===== src/rtl/approx_mul_rr_scheduler.sv =====
// Round-robin front end that shares one combinational 8x8 multiplier core among N_REQ issue ports.
// Ops are registered into the core, products are queued in an in-order response FIFO.
module approx_mul_rr_scheduler #(
    parameter int N_REQ = 4,
    parameter int ID_W  = 2,
    parameter int DEPTH = 2,
    parameter int CNT_W = 16
) (
    input  logic                 clk,
    input  logic                 rst_n,
    input  logic [N_REQ-1:0]     req_valid,
    output logic [N_REQ-1:0]     req_ready,
    input  logic [8*N_REQ-1:0]   req_x,
    input  logic [8*N_REQ-1:0]   req_y,
    output logic [7:0]           mul_x,
    output logic [7:0]           mul_y,
    input  logic [15:0]          mul_z,
    output logic                 rsp_valid,
    input  logic                 rsp_ready,
    output logic [ID_W-1:0]      rsp_id,
    output logic [15:0]          rsp_z,
    output logic                 busy,
    output logic [CNT_W-1:0]     op_count
);
    localparam int PW = (DEPTH > 1) ? $clog2(DEPTH) : 1;

    function automatic logic [CNT_W-1:0] sat_inc(input logic [CNT_W-1:0] v);
        return (v == {CNT_W{1'b1}}) ? v : v + 1'b1;
    endfunction

    logic [ID_W-1:0] ptr;
    logic [ID_W-1:0] cand;
    logic [ID_W-1:0] grant_idx;
    logic            grant_found;
    logic            credit_ok;
    logic [7:0]      sel_x;
    logic [7:0]      sel_y;

    logic            vld_p1;
    logic [7:0]      x_p1;
    logic [7:0]      y_p1;
    logic [ID_W-1:0] id_p1;

    logic [15:0]     fifo_z  [DEPTH];
    logic [ID_W-1:0] fifo_id [DEPTH];
    logic [PW-1:0]   wr_ptr;
    logic [PW-1:0]   rd_ptr;
    logic [PW:0]     fifo_count;
    logic            push;
    logic            pop;

    // Credit counts everything in flight before this cycle's pop, so the FIFO can never overflow.
    assign credit_ok = (({{PW{1'b0}}, vld_p1} + fifo_count) < (PW+1)'(DEPTH));

    always_comb begin
        grant_found = 1'b0;
        grant_idx   = '0;
        cand        = '0;
        if (rst_n && credit_ok) begin
            for (int k = 0; k < N_REQ; k++) begin
                cand = ID_W'((int'(ptr) + k) % N_REQ);
                if (!grant_found && req_valid[cand]) begin
                    grant_found = 1'b1;
                    grant_idx   = cand;
                end
            end
        end
    end

    always_comb begin
        req_ready = '0;
        if (grant_found) req_ready[grant_idx] = 1'b1;
    end

    assign sel_x = req_x[8*grant_idx +: 8];
    assign sel_y = req_y[8*grant_idx +: 8];

    assign push      = vld_p1;
    assign pop       = rsp_valid && rsp_ready;
    assign rsp_valid = (fifo_count != '0);
    assign rsp_z     = fifo_z[rd_ptr];
    assign rsp_id    = fifo_id[rd_ptr];
    assign busy      = vld_p1 | (fifo_count != '0);
    assign mul_x     = x_p1;
    assign mul_y     = y_p1;

    // Stage p1: granted operands drive the shared core
    always_ff @(posedge clk or negedge rst_n) begin
        if (!rst_n) begin
            ptr    <= '0;
            vld_p1 <= 1'b0;
            x_p1   <= '0;
            y_p1   <= '0;
            id_p1  <= '0;
        end else begin
            vld_p1 <= grant_found;
            if (grant_found) begin
                ptr   <= (grant_idx == ID_W'(N_REQ-1)) ? '0 : grant_idx + 1'b1;
                x_p1  <= sel_x;
                y_p1  <= sel_y;
                id_p1 <= grant_idx;
            end
        end
    end

    // Stage p2: core product captured into the response FIFO
    always_ff @(posedge clk or negedge rst_n) begin
        if (!rst_n) begin
            for (int i = 0; i < DEPTH; i++) begin
                fifo_z[i]  <= '0;
                fifo_id[i] <= '0;
            end
            wr_ptr     <= '0;
            rd_ptr     <= '0;
            fifo_count <= '0;
            op_count   <= '0;
        end else begin
            if (push) begin
                fifo_z[wr_ptr]  <= mul_z;
                fifo_id[wr_ptr] <= id_p1;
                wr_ptr          <= wr_ptr + 1'b1;
            end
            if (pop) begin
                rd_ptr   <= rd_ptr + 1'b1;
                op_count <= sat_inc(op_count);
            end
            case ({push, pop})
                2'b10:   fifo_count <= fifo_count + 1'b1;
                2'b01:   fifo_count <= fifo_count - 1'b1;
                default: fifo_count <= fifo_count;
            endcase
        end
    end
endmodule


===== config.mk =====
export PLATFORM = sky130hd
export DESIGN_NAME = approx_mul_rr_scheduler
export DESIGN_NICKNAME = d
export VERILOG_FILES = /design/src/rtl/approx_mul_rr_scheduler.sv
export SDC_FILE = /design/constraint.sdc
export NUM_CORES = 1
export LEC_CHECK = 0
export CORE_MARGIN = 10
export CORE_UTILIZATION = 50
export DETAILED_ROUTE_END_ITERATION = 10
export DONT_BUFFER_PORTS = 1
export PLACE_DENSITY = 0.68
export SETUP_SLACK_MARGIN = 0.4
export SLEW_MARGIN = 10
export SYNTH_ARGS = -nofsm -noshare
export SYNTH_HDL_FRONTEND = slang
export SYNTH_SLANG_ARGS = --single-unit

===== constraint.sdc =====
create_clock -name clk -period 1.8 [get_ports clk]
set_clock_uncertainty 0.15 [all_clocks]
set_input_delay 0.18 -clock clk [delete_from_list [all_inputs] [get_ports clk]]
set_output_delay 0.18 -clock clk [all_outputs]
set_load 0.1 [all_outputs]

# Yosys cells after proc, flatten, opt, wreduce, memory -nomap -nowiden
# Cells that the tools add are included.
[totals]
regBits = 77
word_cells = 94
in_bits = 87
[classes]
n_eq_ne = 4
muxes = 38
n_addsub = 10
n_reduce_logical = 13
shifts = 2
n_bitwise = 4
n_lt_le_gt_ge = 10
[op_table]
columns = ["op", "n"]
rows = [
  ["2-to-1 mux 16 bit", 4],
  ["variable part select 32 x 6 -> 8 bit", 2],
  ["bitwise mux 32 bit", 1],
  ["2-to-1 mux 2 bit", 10],
  ["adder 16 x 1 -> 16 bit (second input constant)", 1],
  ["demux 16 bit (select 1 bit)", 1],
  ["== test 16 bit (second input constant)", 1],
  ["less-than comparator 2 x 3 -> 1 bit (second input constant)", 5],
  ["2-to-1 mux 1 bit", 13],
  ["binary-select mux 1 bit (select 2 bit)", 4],
  ["logical AND 1 bit", 7],
  ["adder 2 x 1 -> 2 bit (second input constant)", 3],
  ["adder 2 bit (second input constant)", 2],
  ["bitwise mux 4 bit", 1],
  ["== test 2 bit (second input constant)", 2],
  ["greater-or-equal comparator 2 bit (second input constant)", 2],
  ["2-to-1 mux 4 bit", 1],
  ["NOT 1 -> 2 bit", 2],
  ["case mux 2 bit (2 select lines)", 1],
  ["nonzero test 2 bit", 2],
  ["logical NOT 1 bit", 3],
  ["adder 1 bit (second input constant)", 2],
  ["adder 1 x 2 -> 2 bit", 1],
  ["demux 1 bit (select 2 bit)", 1],
  ["9 further kinds", 9],
]

# Longest topological paths before layout
# Gate-level depths: netlist of run 1.
[logic_depth]
ltp_word = 21
ltp_mapped = 11
ltp_nobuf = 8

# Least setup slack after synthesis of run 1
# OpenSTA, ideal clock, no wires.
[synth_path]
path_type = "register -> output"
from = "register fifo_count[0]"
to = "output port req_ready[0]"
arrival_time_ps = 2289
n_path_buf = 2
path_slack_ps = -819
path_stages_with_launch = 9
path_cell_list = "dfrtp_1 > clkbuf_2 > and3_1 > o21ai_2 > clkbuf_1 > nor2_1 > inv_1 > ha_1 > and2_1"
[synth_via]
elab_chain_len = 9
[synth_rtl]
columns = ["element", "line_no", "text"]
rows = [
  ["start, declared", "48", "logic [PW:0] fifo_count;"],
  ["start signal, assigned", "128", "2'b10: fifo_count <= fifo_count + 1'b1;"],
  ["start signal, assigned", "129", "2'b01: fifo_count <= fifo_count - 1'b1;"],
  ["start signal, assigned", "130", "default: fifo_count <= fifo_count;"],
  ["adder 1 x 2 -> 2 bit (*)", "53", "assign credit_ok = (({{PW{1'b0}}, vld_p1} + fifo_count) < (PW+1)'(DEPTH));"],
  ["less-than comparator 2 bit (*)", "53", ""],
  ["logical AND 1 bit (*)", "59", "if (rst_n && credit_ok) begin"],
  ["2-to-1 mux 2 bit (*)", "59", ""],
  ["named net grant_idx[1]", "33", "logic [ID_W-1:0] grant_idx;"],
  ["less-than comparator 2 x 3 -> 1 bit (not written as such) or greater-or-equal comparator 2 x 1 -> 1 bit (tied branches)", "72", "if (grant_found) req_ready[grant_idx] = 1'b1;"],
  ["logical AND 1 bit (not written as such)", "72", ""],
  ["2-to-1 mux 1 bit (not written as such)", "72", ""],
  ["demux 1 bit (select 2 bit) (*)", "72", ""],
  ["2-to-1 mux 4 bit (*)", "72", ""],
  ["end, declared", "12", "output logic [N_REQ-1:0] req_ready,"],
]
# Mark *: on every way through the listed nets, which the timed path passes. The rest lies on a longest branch.

# Worst setup path in the final report of run 1
[layout_path]
from = "register ptr[1]"
to = "output port req_ready[1]"
[layout_via]
elab_chain_len = 21
[layout_rtl]
columns = ["element", "line_no", "text"]
rows = [
  ["start, declared", "31", "logic [ID_W-1:0] ptr;"],
  ["start signal, assigned", "98", "ptr <= (grant_idx == ID_W'(N_REQ-1)) ? '0 : grant_idx + 1'b1;"],
  ["binary-select mux 1 bit (select 2 bit)", "62", "if (!grant_found && req_valid[cand]) begin"],
  ["2-to-1 mux 1 bit (not written as such)", "62", ""],
  ["2-to-1 mux 1 bit", "62", ""],
  ["2-to-1 mux 1 bit", "59", ""],
  ["logical NOT 1 bit", "62", ""],
  ["logical AND 1 bit", "62", ""],
  ["2-to-1 mux 1 bit", "62", ""],
  ["2-to-1 mux 1 bit", "59", ""],
  ["(+6 left out)", "n/a", ""],
  ["2-to-1 mux 2 bit (*)", "62", ""],
  ["2-to-1 mux 2 bit (*)", "59", ""],
  ["named net grant_idx[0]", "33", ""],
  ["less-than comparator 2 x 3 -> 1 bit (not written as such) or greater-or-equal comparator 2 x 1 -> 1 bit (tied branches)", "72", ""],
  ["logical AND 1 bit (not written as such)", "72", ""],
  ["2-to-1 mux 1 bit (not written as such)", "72", ""],
  ["demux 1 bit (select 2 bit) (*)", "72", ""],
  ["2-to-1 mux 4 bit (*)", "72", ""],
]
# Mark *: on every way through the listed nets, which the timed path passes. The rest lies on a longest branch. The select of a mux whose other input is x is not followed.

==> flow_results.org, run 1 <==
** Run status
- The flow ran to the end, but the final reports show violations.
- The final reports fail on hold timing, setup timing.

** Timing
- Across all hold checks on the routed design, the worst slack comes to -0.650 ns.
- Subtracting the final worst setup slack from the clock period gives 2.32 ns.
- Relative slew margins :: 70.1%
- In the final timing run, aggregate negative setup slack is -8.55 ns.
- Setup repair after global routing could not meet its margin everywhere.
- Count of final hold-check violations :: 81
- Once routing completed, OpenROAD measured the worst setup slack at -0.522 ns.
- After layout, the worst path uses 129% of the clock period.
- At the pin with the least slew margin, the transition time is 0.449 ns.
- For this run, the top clock speed supported by timing is 431 MHz.
- Number of max-slew violations in the final report :: 0
- Number of setup violations in the final report :: 42

** Yosys
- Syn Nets :: 439
- Yosys top cell area share :: 48.1%
- Top area cells in the synthesized netlist :: sky130_fd_sc_hd__dfrtp_1, sky130_fd_sc_hd__mux2_2, sky130_fd_sc_hd__mux2i_1
- Main combinational cell family by area after synthesis :: multiplexers
- The synthesized netlist devotes 3.94% of its cell area to XOR and XNOR gates.
- Most area-hungry cell type in the Yosys netlist :: sky130_fd_sc_hd__dfrtp_1
- In this run the mean area of a mapped cell was 11.6 sq um.
- Count of different cell masters after synthesis :: 47
- The synthesized netlist devotes 12.8% of its cell area to compound gates.
- Post-synth EDFFs :: 0
- Number of warnings printed during yosys synthesis :: 0
- Sequential elements use 48.1% of the synthesized area.
- In the post-synthesis netlist, the cell with the most instances is sky130_fd_sc_hd__dfrtp_1.
- For this run, the leading register cell type out of synthesis is sky130_fd_sc_hd__dfrtp_1.
- Area share of fa/ha/maj cells after synthesis :: 1.87%
- Netlist area before placement :: 4010 sq um
- In the synthesized netlist the async set-or-reset flop fraction comes to 100%.
- Share of cell area taken by muxes after synthesis :: 19.8%
- Counting flops and latches in the post-synthesis netlist gives 77.
- After Yosys synthesis, and, or, nand and nor cells account for 10.4% of the synthesized area.
- Top cell types by occurrence after synthesis :: sky130_fd_sc_hd__dfrtp_1, sky130_fd_sc_hd__mux2_2, sky130_fd_sc_hd__nand2_1, sky130_fd_sc_hd__nand3_1
- Counting every instance in the synthesized netlist gives 346.

** Placed design
- Input and output buffers added on the ports amount to 0.
- At the placement stage, the worst setup path has a slack of -0.245 ns.
- The congestion estimate from routability-driven global placement came to 0.744.
- Placed wire-length estimate :: 7880 um

** Clock tree
- Number of clock buffers inserted by TritonCTS :: 9
- TritonCTS built the clock tree.
- After clock tree synthesis, the flow added hold-fix buffers numbering 80.
- After clock tree synthesis, the clock-pin slew on the worst setup and hold paths is 0.09 ns.
- Number of sinks handled by clock tree synthesis :: 77
- CTS Buffer Depth :: 2
- CTS Root Cell :: sky130_fd_sc_hd__clkbuf_8
- Max H-tree Level :: 3
- Clock insertion delay at the later pin of the skew report :: 0.36 ns

** Worst setup path
- Critical path fanouts, max :: 6
- The worst setup path is launched from a flop.
- Counting both buffers and inverters, the worst setup path holds a total of 1.
- Number of stages on the worst setup path :: 7
- Critical Path End :: req_ready[1]
- In this design, the stage delay of the slowest critical-path cell is 0.47 ns.
- Endpoint class of the critical path :: output pin
- Data on the critical path arrives at its endpoint at 1.99 ns.
- On the critical path, the stage with the largest delay is an instance of sky130_fd_sc_hd__dfrtp_2.
- The critical path is of the reg2out type.
- The most critical setup path has its startpoint at ptr[1].
- Cell-by-cell trace of the critical path :: mux2i_4 > o22ai_4 > nor2_8 > nand2_4 > inv_2 > ha_1 > and2_4
- In this run the critical register-to-register path is captured at mul_y[6].
- Path depth of the worst reg2reg path :: 8
- Critical path required time :: 1.47 ns
- Critical path's top delay family :: simple AND/OR/NAND/NOR gates
- Setup slack of the worst register-to-register path :: -0.44 ns
- The worst register-to-register path begins at ptr[1].

** Power
- VDD IR-drop max :: 1.84 mV
- PD cells :: 2180 nW/um^2
- Summing internal, switching and leakage power gives 0.0156 W.
- For this design the static power due to leakage is 3.12 nW.

** Floorplan
- The die covers 12000 sq um.
- Die width :: 110 um
- Die outline height :: 110 um
- # IOs :: 143
- Row count :: 32
- For this configuration, the core starts out at a cell density of 51.6%.
- After floorplanning, the core was sized to cover 7770 sq um.

** Routing
- TritonRoute pass-1 iters :: 5
- The final route contains 3992 vias.
- In the routed design, unresolved DRC markers number 0.
- Post-route ant nets :: 0
- Iter 0 DRT Violations :: 291
- Dividing the detail-routed via count by the number of cells gives 6.30.
- Wire length per cell :: 27.6 um
- Total wire length :: 17500 um

** GRT
- The initial antenna violation count is 0.
- Number of global-route vias before repair :: 4117
- Global routing used 24.9% of the available tracks.
- Entering global routing, the biggest net connects 80 pins.
- Global-route wire length before repair :: 22900 um
- GRT overflow :: 0

** Final layout
- The area growth from synthesis to layout is 79.0%.
- Fraction of final layout cells with drive strength greater than 1 :: 50.3%
- Fin nets :: 619

** Run
- Max-cap violation count :: 0

** Min path
- The tightest min-delay check is of the in2async type.
-- report_power, final --
part	leakage (nW)	internal (W)	switching, W
sequential	0.916	0.00254	0.000758
clock	0.0881	0.000520	0.000762
combinational	2.11	0.00422	0.00681
-- flip-flops by register name (all words and copies together), names as in the netlist --
| register | cells |
|---|---|
| fifo_id | 4 |
| wr_ptr | 1 |
| mul_y | 8 |
| op_count | 16 |
| mul_x | 8 |
| fifo_count | 2 |
| rd_ptr | 1 |
| ptr | 2 |
| fifo_z | 32 |
| id_p1 | 2 |
| push | 1 |
-- per-layer routing --
metal / vias up / track usage [%] / part of all wire [%]
li1: 1626 / - / -
met1: 1979 / 27.3 / 34
met2: 303 / 42.5 / 51
met3: 84 / 7.67 / 9.8
met4: 0 / 13.1 / 4.9
met5: - / 0 / 0
-- how the worst min path moves through the flow --
stage | start | endpoint | slack, ns | cells after the start
global placement | rst_n | op_count[11] | -0.26 | 0
finish | rst_n | op_count[11] | -0.65 | 0
floorplan | rst_n | fifo_count[0] | -0.27 | 0
detailed placement | rst_n | op_count[11] | -0.26 | 0
CTS | rst_n | fifo_z[30] | -0.65 | 0
global route | rst_n | fifo_z[24] | -0.68 | 0
-- cells in the final DEF (no fill, tap or decap), drive strengths merged, types with 7 or more instances in the layout --
cell | Yosys | layout
nor2 | 8 | 8
o211ai | 16 | 16
inv | 6 | 8
a21oi | 7 | 7
a211o | 16 | 16
mux2i | 17 | 17
nand3 | 25 | 25
xnor2 | 14 | 14
mux2 | 55 | 55
dfrtp | 77 | 77
o21ai | 17 | 17
dlygate4sd3 | 0 | 80
buf | 9 | 102
clkbuf | 8 | 10
nand2 | 32 | 35
-- cell families (layout without fill, tap and decap cells) --
group,count (synthesis),in the layout
and+or+nand+nor,83,86
muxes,72,72
AOI/OAI and AO/OA,67,67
buffers and inverters,23,205
xor gates and xnor gates,18,18
DFF,77,77
adders and majority gates,6,6
other,0,1
-- layout make-up --
class,count,area [sq um]
Antenna cell,1,2.50
Clock buffer,9,124
Clock inverter,7,57.6
Fill cell,257,597
Inverter,6,42.5
Multi-Input combinational cell,249,2610
Sequential cell,77,1990
Tap cell,102,128
Timing Repair Buffer,183,2210
-- worst reg2reg max path: stages (launching register included) --
cell,delay [ns]
sky130_fd_sc_hd__dfrtp_2,0.47
sky130_fd_sc_hd__mux2i_4,0.30
sky130_fd_sc_hd__o22ai_4,0.12
sky130_fd_sc_hd__buf_4,0.15
sky130_fd_sc_hd__buf_4,0.13
sky130_fd_sc_hd__buf_12,0.14
sky130_fd_sc_hd__o21ai_0,0.35
sky130_fd_sc_hd__a211o_1,0.21
sky130_fd_sc_hd__o211ai_1,0.09
-- metrics by stage --
step	hold slack [ns]	utilization, %	std cells	instance area (sq um)
finish	-0.650	92.3	634	7170
global route	-0.679	92.3	633	7170
CTS	-0.654	86.7	618	6740
detailed placement	-0.263	64.9	494	5040
global placement	-0.263	64.9	494	5040
floorplan	-0.266	-	346	4430
-- timing repair --
item / CTS / global route
setup buffers: 19 / 14
endpoints found under the hold margin: 134 / 83
endpoints found under the setup margin: 113 / 114
pin swaps: 18 / 17
resized for setup: 92 / 73
gates cloned: 9 / 1
Note: power is estimated with default switching activity, not from simulation.
==> run 2, diff against run 1 <==
- SETUP_SLACK_MARGIN: 0.4 -> 0.5
==> run 2 against run 1 <==
  * Power up 9.2%
  * Clock power up 12%
  * Core utilization increased by 3.7 points
  * Combinational power is 11% higher
  * Register-to-register slack better by 0.02 ns
  * Maximum frequency decreased by 12%
  * Worst setup slack worse by 0.30 ns
  * Sequential share of layout area fell by 1.0 points
  * Routed wire length grew 20%
  * First-iteration DRC count grew 65%
  * Via count rose by 5.3%
  * The run still ends with hold timing, setup timing left
==> flow_results.org, run 2 (synthesis results as in run 1) <==
** Worst setup path
- Setup slack of the worst register-to-register path :: -0.42 ns
- At the worst endpoint, the required time is 1.47 ns.
- STA classifies the critical path endpoint as an output pin.
- Walking the worst path, the cells encountered are mux2i_4 > o22ai_4 > nor2_8 > nand2_4 > inv_2 > ha_1 > and2_4.
- The largest individual stage delay along the critical path comes from the cell sky130_fd_sc_hd__dfrtp_2.
- The largest single stage delay on the critical path is 0.50 ns.
- The cell family contributing the most delay on the critical path is simple AND/OR/NAND/NOR gates.
- Critical path fanouts, max :: 6
- Number of buffers and inverters on the critical path :: 1
- The worst setup path is launched from a flop.
- By startpoint and endpoint, the worst setup path is classified as reg2out.
- Critical path arrival :: 2.30 ns

** Routing
- TritonRoute pass-1 iters :: 5
- For this run, design rule violations remaining after detail routing come to 0.
- After detailed routing, the total wire length is 21000 um.
- In this run, the number of DRC markers left after iteration 0 of detailed routing was 479.
- The routed layout has 4204 vias.
- Post-route ant nets :: 0
- After detailed routing, the number of vias per cell comes to 6.58.
- Wire length per cell :: 32.9 um

** Floorplan
- The initial utilization of the core area, before any placement, comes to 51.6%.
- Die outline height :: 110 um
- Die ar. :: 12000 sq um
- Die width :: 110 um
- Row count :: 32
- # IOs :: 143
- The region available for standard cell placement spans 7770 sq um.

** Final layout
- Leading cell types in the layout, fill and taps excluded :: sky130_fd_sc_hd__dlygate4sd3_1, sky130_fd_sc_hd__mux2_4, sky130_fd_sc_hd__dfrtp_1, sky130_fd_sc_hd__buf_12, sky130_fd_sc_hd__buf_6
- Final standard cell count with taps included and fillers excluded :: 639
- Most common cell after layout, fill and taps aside :: sky130_fd_sc_hd__dlygate4sd3_1
- Largest registers in the final layout :: fifo_z (32), op_count (16)
- Max reg flops :: 32
- For this run, the share of the core covered by cells in the final layout is 96.0%.
- The register with the most flip-flops in the final layout is fifo_z.
- Fill count :: 147
- Area Growth Syn to Fin :: 86.1%
- Fin nets :: 624
- Fraction of final layout cells with drive strength greater than 1 :: 50.3%

** Power
- PD cells :: 2290 nW/um^2
- Summing internal, switching and leakage power gives 0.0171 W.
- The worst-case IR drop observed on VDD is 2.10 mV.
- P_leak :: 3.22 nW

** Placed design
- Prior to clock tree synthesis, the placed netlist has a worst setup slack of -0.234 ns.
- Cells after DPL :: 509
- During placement, the flow inserted port buffers numbering 0.
- Placed wire-length estimate :: 8030 um
- The congestion estimate from routability-driven global placement came to 0.799.

** Run
- Across the run, the number of max-cap violations was 0.

** Clock tree
- CTS Root Cell :: sky130_fd_sc_hd__clkbuf_8
- Clock-pin slew was measured on the worst setup and hold paths at 0.09 ns.
- For the worst-skew pair, the clock arrives at the later sink with an insertion delay of 0.37 ns.
- Number of sinks handled by clock tree synthesis :: 77
- CTS Buffer Depth :: 2
- Buffers inserted during clock tree synthesis total 9.
- CTS built an H-tree with a depth of 3.
- TritonCTS built the clock tree.
- Number of buffers inserted by hold repair at cts :: 80

** GRT
- GRT Total Usage :: 27.2%
- Number of global-route vias before repair :: 4348
- Global routing finished with a remaining overflow of 0.
- The initial antenna violation count is 2.
- Pin count of the biggest net entering global routing :: 80
- The first global-routing pass estimated 25200 um of wire.

** Timing
- Setup repair after global routing could not meet its margin everywhere.
- Transition time of the tightest slew-check pin :: 0.461 ns
- Hold WS :: -0.654 ns
- Number of max-slew violations in the final report :: 0
- After layout, the worst setup slack is -0.825 ns.
- Portion of the clock cycle consumed by the worst path in the final layout :: 146%
- Number of setup violations in the final report :: 97
- Timing would allow up to 381 MHz.
- Adding up every negative setup slack in the final design gives -24.58 ns.
- In this run the tightest slew margin relative to its limit is 69.0%.
- Count of final hold-check violations :: 78
- The worst path in the final design needs a cycle of 2.63 ns, including I/O delays and setup.

** Run status
- Violated checks :: hold timing, setup timing
- The flow ran to the end, but the final reports show violations.

** Min path
- Worst hold-check path type :: in2async
==> run 2: changes by cell type in the layout (fill, tap and decap cells not counted), sizes merged <==
cell	delta
buf	+5
bufinv	+1
clkbuf	+2
clkinv	-1
clkinvlp	-1
diode	+1
inv	-1
nand2	-1
==> run 2: report_power, final <==
part / total [W] / switching (W) / internal (W)
Clock: 0.00143 / 0.000751 / 0.000677
Combinational: 0.0122 / 0.00717 / 0.00500
Sequential: 0.00345 / 0.000906 / 0.00254
==> run 2: routing by layer <==
| layer | global-route usage (%) | up-vias | wire (um) |
|---|---|---|---|
| met5 | 0 | - | 0 |
| met4 | 8.55 | 0 | 1530 |
| met3 | 8.66 | 133 | 2200 |
| met2 | 48.3 | 389 | 10500 |
| met1 | 30.2 | 2044 | 6810 |
| li1 | - | 1638 | - |
==> run 2: repair_timing <==
item                       CTS  global route
setup buffers               14            11
setup endpoints to repair  131           129
gates cloned                 6             2
hold endpoints to repair   129            78
pin swaps                   14             6
gates resized for setup    122            59
==> run 2: worst reg2reg max path, delay by kind of cell (launching register included) <==
kind	cells	cell delay, ns
flip-flops	1	0.47
AND/OR/NAND/NOR	1	0.05
multiplexers	1	0.32
buffers and inverters	10	1.12
==> run 2: per-stage QoR <==
step                hold slack (ns)  instance area, sq um
detailed placement           -0.263                  5350
CTS                          -0.648                  7060
floorplan                    -0.266                  4550
global route                 -0.673                  7460
finish                       -0.654                  7460
global placement             -0.263                  5350
==> run 2: worst paths after layout <==
path,depth (start not counted),end,start
max,7,req_ready[1],ptr[1]
min,0,op_count[10],rst_n
max reg2reg,12,fifo_z[24],push
min reg2reg,1,fifo_id[1],fifo_id[1]
max in group asynchronous,0,ptr[1],rst_n
min in group clk,2,rd_ptr,rsp_ready
==> run 2: area by class of cell <==
cell class,instances,area (sq um),share of cell area [%]
multi-input cells,248,2570,34.5
repair buffers,189,2530,33.9
flip-flops and latches,77,1990,26.7
clock buffers,10,138,1.85
well taps,102,128,1.71
clock inverters,5,60.1,0.805
inverters,6,37.5,0.503
diodes,2,5.00,0.0671
==> run 3, diff against run 2 <==
- CAP_MARGIN: not set -> 10
- RECOVER_POWER: not set -> 50
==> results of run 3 <==
Same layout as run 2: the final DEF is identical, and so are final timing and power.
